## src/rtl/mem_access_unit_pkg.sv

```systemverilog
// Shared definitions for the memory-access stage: funct3 width codes, FSM states
// and the timeout counter width helper.
package mem_pkg;

  localparam logic [2:0] F3_B  = 3'b000;
  localparam logic [2:0] F3_H  = 3'b001;
  localparam logic [2:0] F3_W  = 3'b010;
  localparam logic [2:0] F3_BU = 3'b100;
  localparam logic [2:0] F3_HU = 3'b101;

  typedef enum logic {IDLE, BUSY} state_e;

  function automatic int cnt_w(input int timeout_cyc);
    return $clog2(timeout_cyc + 1);
  endfunction

endpackage

```

## src/rtl/mem_access_unit_if.sv

```systemverilog
// Word-aligned req/ack data-memory port; master side issues requests.
interface mem_access_unit_if;
  logic        mem_req;
  logic        mem_we;
  logic [31:0] mem_addr;
  logic [31:0] mem_wdata;
  logic [3:0]  mem_be;
  logic        mem_ack;
  logic [31:0] mem_rdata;

  modport master (output mem_req, mem_we, mem_addr, mem_wdata, mem_be,
                  input  mem_ack, mem_rdata);
  modport slave  (input  mem_req, mem_we, mem_addr, mem_wdata, mem_be,
                  output mem_ack, mem_rdata);
endinterface

```

## src/rtl/mem_access_unit_load_formatter.sv

```systemverilog
// Extracts the addressed byte/half from a raw read word and sign/zero-extends it.
module load_formatter
  import mem_pkg::*;
(
  input  logic [31:0] rdata,
  input  logic [2:0]  funct3,
  input  logic [1:0]  off,
  output logic [31:0] data
);
  logic [7:0]  b;
  logic [15:0] h;

  always_comb begin
    b = 8'(rdata >> {off, 3'b000});
    h = off[1] ? rdata[31:16] : rdata[15:0];
    case (funct3)
      F3_B:    data = {{24{b[7]}}, b};
      F3_BU:   data = {24'b0, b};
      F3_H:    data = {{16{h[15]}}, h};
      F3_HU:   data = {16'b0, h};
      default: data = rdata;
    endcase
  end
endmodule

```

## src/rtl/mem_access_unit.sv

```systemverilog
// Memory-access front end: formats execute-stage loads/stores onto a req/ack port,
// stalls the pipeline until ack, and pulses fault on bad or timed-out accesses.
module mem_access_unit
  import mem_pkg::*;
#(
  parameter int TIMEOUT_CYC = 255
) (
  input  logic                clk,
  input  logic                reset,
  input  logic                ex_valid,
  input  logic                ex_mem_read,
  input  logic                ex_mem_write,
  input  logic [2:0]          ex_funct3,
  input  logic [31:0]         ex_addr,
  input  logic [31:0]         ex_store_data,
  mem_access_unit_if.master   mem,
  output logic [31:0]         load_data,
  output logic                stall,
  output logic                fault
);
  localparam int CNT_W = cnt_w(TIMEOUT_CYC);

  state_e             state_q, state_d;
  logic [CNT_W-1:0]   cnt_q, cnt_d;
  logic               req_q, req_d, we_q, we_d;
  logic [31:0]        addr_q, addr_d, wdata_q, wdata_d, load_q, load_d;
  logic [3:0]         be_q, be_d;
  logic [2:0]         f3_q, f3_d;
  logic [1:0]         off_q, off_d;

  logic [1:0]  off;
  logic        legal, misal, start, bad, timeout;
  logic [3:0]  st_be;
  logic [31:0] st_wdata, fmt;

  assign off = ex_addr[1:0];

  always_comb begin
    legal = (ex_funct3 == F3_B) || (ex_funct3 == F3_H) || (ex_funct3 == F3_W) ||
            (ex_mem_read && ((ex_funct3 == F3_BU) || (ex_funct3 == F3_HU)));
    misal = ((ex_funct3[1:0] == 2'b01) && off[0]) ||
            ((ex_funct3[1:0] == 2'b10) && (off != 2'b00));
  end

  assign start   = (state_q == IDLE) && ex_valid && (ex_mem_read || ex_mem_write);
  assign bad     = !legal || misal || (ex_mem_read && ex_mem_write);
  assign timeout = (state_q == BUSY) && !mem.mem_ack && (cnt_q == CNT_W'(TIMEOUT_CYC - 1));

  // Loads request the full word; the formatter picks the lane on the way back.
  always_comb begin
    st_be    = 4'b1111;
    st_wdata = '0;
    if (ex_mem_write) begin
      case (ex_funct3[1:0])
        2'b00: begin
          st_be    = 4'b0001 << off;
          st_wdata = {4{ex_store_data[7:0]}};
        end
        2'b01: begin
          st_be    = 4'b0011 << off;
          st_wdata = {2{ex_store_data[15:0]}};
        end
        default: st_wdata = ex_store_data;
      endcase
    end
  end

  load_formatter u_fmt (
    .rdata  (mem.mem_rdata),
    .funct3 (f3_q),
    .off    (off_q),
    .data   (fmt)
  );

  always_comb begin
    state_d = state_q;
    cnt_d   = cnt_q;
    req_d   = req_q;
    we_d    = we_q;
    addr_d  = addr_q;
    wdata_d = wdata_q;
    be_d    = be_q;
    f3_d    = f3_q;
    off_d   = off_q;
    load_d  = load_q;
    stall   = 1'b0;
    fault   = 1'b0;
    case (state_q)
      IDLE: begin
        if (start) begin
          if (bad) begin
            fault = 1'b1;
          end else begin
            stall   = 1'b1;
            state_d = BUSY;
            cnt_d   = '0;
            req_d   = 1'b1;
            we_d    = ex_mem_write;
            addr_d  = {ex_addr[31:2], 2'b00};
            wdata_d = st_wdata;
            be_d    = st_be;
            f3_d    = ex_funct3;
            off_d   = off;
          end
        end
      end
      BUSY: begin
        // Ack beats an expiring counter in the same cycle.
        if (mem.mem_ack) begin
          req_d   = 1'b0;
          state_d = IDLE;
          if (!we_q) load_d = fmt;
        end else if (timeout) begin
          fault   = 1'b1;
          req_d   = 1'b0;
          state_d = IDLE;
        end else begin
          stall = 1'b1;
          cnt_d = cnt_q + CNT_W'(1);
        end
      end
    endcase
  end

  assign load_data = ((state_q == BUSY) && mem.mem_ack && !we_q) ? fmt : load_q;

  always_ff @(posedge clk) begin
    if (reset) begin
      state_q <= IDLE;
      cnt_q   <= '0;
      req_q   <= 1'b0;
      we_q    <= 1'b0;
      addr_q  <= '0;
      wdata_q <= '0;
      be_q    <= '0;
      f3_q    <= '0;
      off_q   <= '0;
      load_q  <= '0;
    end else begin
      state_q <= state_d;
      cnt_q   <= cnt_d;
      req_q   <= req_d;
      we_q    <= we_d;
      addr_q  <= addr_d;
      wdata_q <= wdata_d;
      be_q    <= be_d;
      f3_q    <= f3_d;
      off_q   <= off_d;
      load_q  <= load_d;
    end
  end

  assign mem.mem_req   = req_q;
  assign mem.mem_we    = we_q;
  assign mem.mem_addr  = addr_q;
  assign mem.mem_wdata = wdata_q;
  assign mem.mem_be    = be_q;
endmodule

```

## src/flat_wrapper.sv

```systemverilog
// flat-port wrapper written by rule: the top's interface ports become plain ports
module mem_access_unit_flat import mem_pkg::*;
#(
  parameter int TIMEOUT_CYC = 255
)
  (clk, reset, ex_valid, ex_mem_read, ex_mem_write, ex_funct3, ex_addr, ex_store_data, load_data, stall, fault, mem_mem_req, mem_mem_we, mem_mem_addr, mem_mem_wdata, mem_mem_be, mem_mem_ack, mem_mem_rdata);
  mem_access_unit_if mem_i ();
  input  logic clk;
  input  logic reset;
  input  logic ex_valid;
  input  logic ex_mem_read;
  input  logic ex_mem_write;
  input  logic [2:0] ex_funct3;
  input  logic [31:0] ex_addr;
  input  logic [31:0] ex_store_data;
  output logic [31:0] load_data;
  output logic stall;
  output logic fault;
  output wire logic [$bits(mem_i.mem_req)-1:0] mem_mem_req;
  output wire logic [$bits(mem_i.mem_we)-1:0] mem_mem_we;
  output wire logic [$bits(mem_i.mem_addr)-1:0] mem_mem_addr;
  output wire logic [$bits(mem_i.mem_wdata)-1:0] mem_mem_wdata;
  output wire logic [$bits(mem_i.mem_be)-1:0] mem_mem_be;
  input wire logic [$bits(mem_i.mem_ack)-1:0] mem_mem_ack;
  input wire logic [$bits(mem_i.mem_rdata)-1:0] mem_mem_rdata;
  assign mem_mem_req = mem_i.mem_req;
  assign mem_mem_we = mem_i.mem_we;
  assign mem_mem_addr = mem_i.mem_addr;
  assign mem_mem_wdata = mem_i.mem_wdata;
  assign mem_mem_be = mem_i.mem_be;
  assign mem_i.mem_ack = mem_mem_ack;
  assign mem_i.mem_rdata = mem_mem_rdata;
  mem_access_unit #(.TIMEOUT_CYC(TIMEOUT_CYC)) u_core (.clk(clk), .reset(reset), .ex_valid(ex_valid), .ex_mem_read(ex_mem_read), .ex_mem_write(ex_mem_write), .ex_funct3(ex_funct3), .ex_addr(ex_addr), .ex_store_data(ex_store_data), .mem(mem_i), .load_data(load_data), .stall(stall), .fault(fault));
endmodule
```

## config.mk

```make
export PLATFORM = sky130hd
export DESIGN_NAME = mem_access_unit_flat
export DESIGN_NICKNAME = d
export VERILOG_FILES = /design/src/rtl/mem_access_unit_pkg.sv /design/src/rtl/mem_access_unit_if.sv /design/src/rtl/mem_access_unit_load_formatter.sv /design/src/rtl/mem_access_unit.sv /design/src/flat_wrapper.sv
export SDC_FILE = /design/constraint.sdc
export NUM_CORES = 1
export LEC_CHECK = 0
export ABC_AREA = 1
export CORE_MARGIN = 2
export CORE_UTILIZATION = 41
export DETAILED_ROUTE_END_ITERATION = 12
export PLACE_DENSITY = 0.74
export SETUP_SLACK_MARGIN = 0.02
export SYNTH_ARGS = -nofsm -noshare
export SYNTH_HDL_FRONTEND = slang
export SYNTH_HIERARCHICAL = 1
export SYNTH_SLANG_ARGS = --single-unit
```

## constraint.sdc

```tcl
create_clock -name clk -period 2 [get_ports clk]
set_clock_uncertainty 0.2 [all_clocks]
set_input_delay 0.3 -clock clk [delete_from_list [all_inputs] [get_ports clk]]
set_output_delay 0.3 -clock clk [all_outputs]
set_load 0.02 [all_outputs]
```

==> results.md <==
Status:
- The flow ran to the end, but the final reports show violations.
- The final reports fail on setup timing.

Timing:
- The setup-violating endpoint count in the final report is 34.
- The number of hold-slack violations in the final timing report is 0.
- The setup slack of the critical path after layout is -0.421 ns.
- The smallest clock period supported by the final layout is computed as 2.42 ns.
- The maximum clock frequency is 413 MHz.
- Setup total negative slack on the finished layout was measured at -10.88 ns.
- Setup repair after global routing could not meet its margin everywhere.
- The tightest hold margin is 0.165 ns.
- The ratio of final minimum period to clock period is 1.21.
- The final number of max-transition violations was 0.

Critical path:
- In this design, the stage delay of the slowest critical-path cell is 0.37 ns.
- The critical path is of the register to primary output type.
- The worst-path maximum fanout is 5.
- The worst setup path is captured at a primary output.
- Measured in cells, the most critical reg-to-reg path has a length of 12.
- Traced cell by cell, the critical path runs through inv_4 > buf_6 > nand2_1 > nand2_1 > nor2_1 > nor2_2 > nand3_2 > o21ai_2 > inv_1 > buf_6.
- For the worst setup path, the data arrival time is 1.92 ns.
- Data on the critical path is required at its endpoint by 1.50 ns.
- STA classifies the critical path startpoint as a register.
- The cell with the largest stage delay on the worst path is sky130_fd_sc_hd__dfxtp_4.

Clock network:
- CTS built an H-tree with a depth of 4.
- Counting the buffers created by CTS gives 17.
- The maximum root-to-sink buffer count is 2.
- The TritonCTS clock tree is done.
- The clock tree root driver cell is sky130_fd_sc_hd__clkbuf_16.
- After clock tree synthesis, the clock-pin slew on the worst setup and hold paths is 0.06 ns.
- The clock sink total is 114.
- The clock insertion delay at the later pin of the skew report is 0.41 ns.
- Buffers inserted to repair hold after CTS numbered 0.

Die:
- The die is 123 um tall.
- The die is 123 um wide.
- The area of the core is 13,800 sq um.
- The number of cell rows is 43.
- 209 I/O pins were placed.
- The die covers 15,000 sq um.
- The initial core utilization is 0.417.

Global route:
- The first-pass GRT wire length is 31.0 mm.
- The number of global-route vias before repair was 6,454.
- The aggregate global-route resource usage is 0.264.
- Summed over all layers, the global routing overflow is 0.
- The maximum number of pins on one net before global-route repair is 54.
- The number of antenna violations at the first check in global routing is 2.

Final layout:
- At the end of the flow the core is filled with cells to 0.735.
- Excluding fillers, the count of instances in the completed layout stands at 1,410.
- The area growth from synthesis to layout is 76.5%.
- Fill cells in the final layout number 1,057.
- The final layout contains 1,323 nets.
- The proportion of layout cells with a drive suffix above 1 is 0.283.

Placement:
- Detailed placement ended at an HPWL of 13.7 mm.
- The count of port buffers added during placement is 206.
- At the end of routability-driven placement, the weighted congestion stood at 0.925.
- The total instance count after detailed placement is 1,331.

Min path:
- Along the worst hold path, the cell count comes to 3.
- The kind of path behind the tightest hold check is input pin to register.

Routing:
- Dividing the detail-routed via count by the number of cells gives 5.03.
- For this run, design rule violations remaining after detail routing come to 0.
- For this run, the detailed router's first-pass iteration total came to 6.
- The remaining number of nets flagged by the antenna check after routing is 0.
- The final layout contains routed wiring with a total length of 21.6 mm.
- In the final routed layout, each cell accounts on average for 15.3 um.
- The detailed router placed 7,091 vias in this run.
- The count of routing violations after the opening detailed-route iteration is 525.

Pwr:
- The leakage power figure is 0.00478 uW.
- The ratio of total power to cell area is 691 nW/um^2.
- The worst-case IR drop observed on VDD is 0.567 mV.
- Power comes to 7020 uW.

Yosys:
- The post-synthesis instance area is 5760 sq um.
- The primary flip-flop cell chosen by synthesis mapping is sky130_fd_sc_hd__dfxtp_1.
- Yosys printed 6 warnings.
- The post-synthesis cell count is 887.
- A synthesized cell averages 6.49 sq um.
- The sequential element share of the synthesized area is 0.396.
- In this run, synthesis inferred 0 flip-flops with an integrated enable.
- The proportion of register bits with asynchronous set or reset after synthesis is 0.
- The count of different cell masters after synthesis is 32.
- The synthesized flop and latch total is 114.

Job:
- Across the run, the number of max-cap violations was 0.
-- sequential cells by signal, summed over array words and instances (netlist names) --
signal and cells:
u_core/state_q 1, u_core/mem.mem_addr 30, u_core/load_q 32, u_core/mem.mem_we 1, u_core/mem.mem_wdata 32, u_core/off_q 2, u_core/mem.mem_req 1, u_core/f3_q 3
u_core/cnt_q 8, u_core/mem.mem_be 4
-- per-layer routing --
metal / wire [um] / global-route usage / vias up
met5: 13 / 0 / -
met4: 901 / 0.125 / 2
met3: 2270 / 0.0925 / 78
met2: 10500 / 0.451 / 367
met1: 7940 / 0.293 / 3212
li1: - / - / 3432
-- stage by stage --
| step | setup slack [ns] | instance area (sq um) |
|---|---|---|
| after floorplan | 0.185 | 5760 |
| after global placement | -0.729 | 8680 |
| after detailed placement | -0.797 | 8680 |
| after CTS | -0.423 | 9800 |
| after global routing | -0.500 | 10200 |
| final | -0.421 | 10200 |
-- synthesized netlist by cell type (all sizes together) (2+ instances only) --
library cell / count / area, sq um
a21oi: 44 / 220
buf: 22 / 163
clkbuf: 29 / 109
dfxtp: 114 / 2280
ha: 2 / 25.0
inv: 107 / 402
nand2: 233 / 892
nand3: 71 / 455
nand3b: 2 / 15.0
nand4: 2 / 27.5
nor2: 149 / 569
nor3: 11 / 60.1
o211ai: 4 / 30.0
o21ai: 84 / 420
or2: 6 / 37.5
-- critical path: cells and delay by family, from the launching register on --
family | cells | cell delay [ns]
compound gates | 1 | 0.22
buf+inv | 4 | 0.42
flops | 1 | 0.37
simple gates | 5 | 0.50
-- repair_timing --
| item | 4_1_cts | 5_1_grt |
|---|---|---|
| resized for setup | 299 | 62 |
| endpoints found under the setup margin | 102 | 79 |
| cloned | 2 | 3 |
| pin swaps | 30 | 38 |
| buffers inserted | 28 | 18 |
-- report_power, final --
part	leakage, uW	switching, uW	internal, uW
sequential	0.000928	39.5	2350
clock	0.000282	1150	1970
combinational	0.00357	780	744
-- final timing paths --
| kind | startpoint | slack [ns] | end |
|---|---|---|---|
| hold reg to reg | u_core/mem.mem_wdata[2] | 0.25 | u_core/mem.mem_wdata[2] |
| hold / removal | reset | 0.17 | u_core/load_q[14] |
| setup reg to reg | u_core/off_q[1] | 0.02 | u_core/load_q[0] |
| setup / recovery | u_core/off_q[1] | -0.42 | load_data[0] |
-- layout make-up --
cell class	count	area (sq um)	area share
antenna	1	2.50	0.000246
clock buffer	17	425	0.0418
clock inverter	15	181	0.0178
inverter	107	407	0.0400
multi-input combinational	616	3230	0.317
sequential	114	2300	0.226
tap	180	225	0.0222
timing repair buffer	360	3400	0.334
-- layout by cell type, fill, tap and decap left out, types with 15 or more instances in the layout --
cell / instances
sky130_fd_sc_hd__buf_6: 40
sky130_fd_sc_hd__nand2_1: 213
sky130_fd_sc_hd__a21oi_1: 44
sky130_fd_sc_hd__buf_4: 121
sky130_fd_sc_hd__dfxtp_1: 107
sky130_fd_sc_hd__nand3_1: 40
sky130_fd_sc_hd__clkdlybuf4s50_1: 166
sky130_fd_sc_hd__o21ai_0: 48
sky130_fd_sc_hd__inv_1: 96
sky130_fd_sc_hd__nand3_2: 26
sky130_fd_sc_hd__clkbuf_16: 19
sky130_fd_sc_hd__o21ai_2: 32
sky130_fd_sc_hd__nor2_1: 138
sky130_fd_sc_hd__buf_2: 15
-- cell families after synthesis --
kind of cell | share of synthesized area
fa+ha+maj | 0.00434
flops | 0.396
other cells | 0.000651
compound gates | 0.120
simple gates | 0.359
xor+xnor | 0.00304
buf+inv | 0.117
No activity file was read; power rests on OpenSTA's default activity.
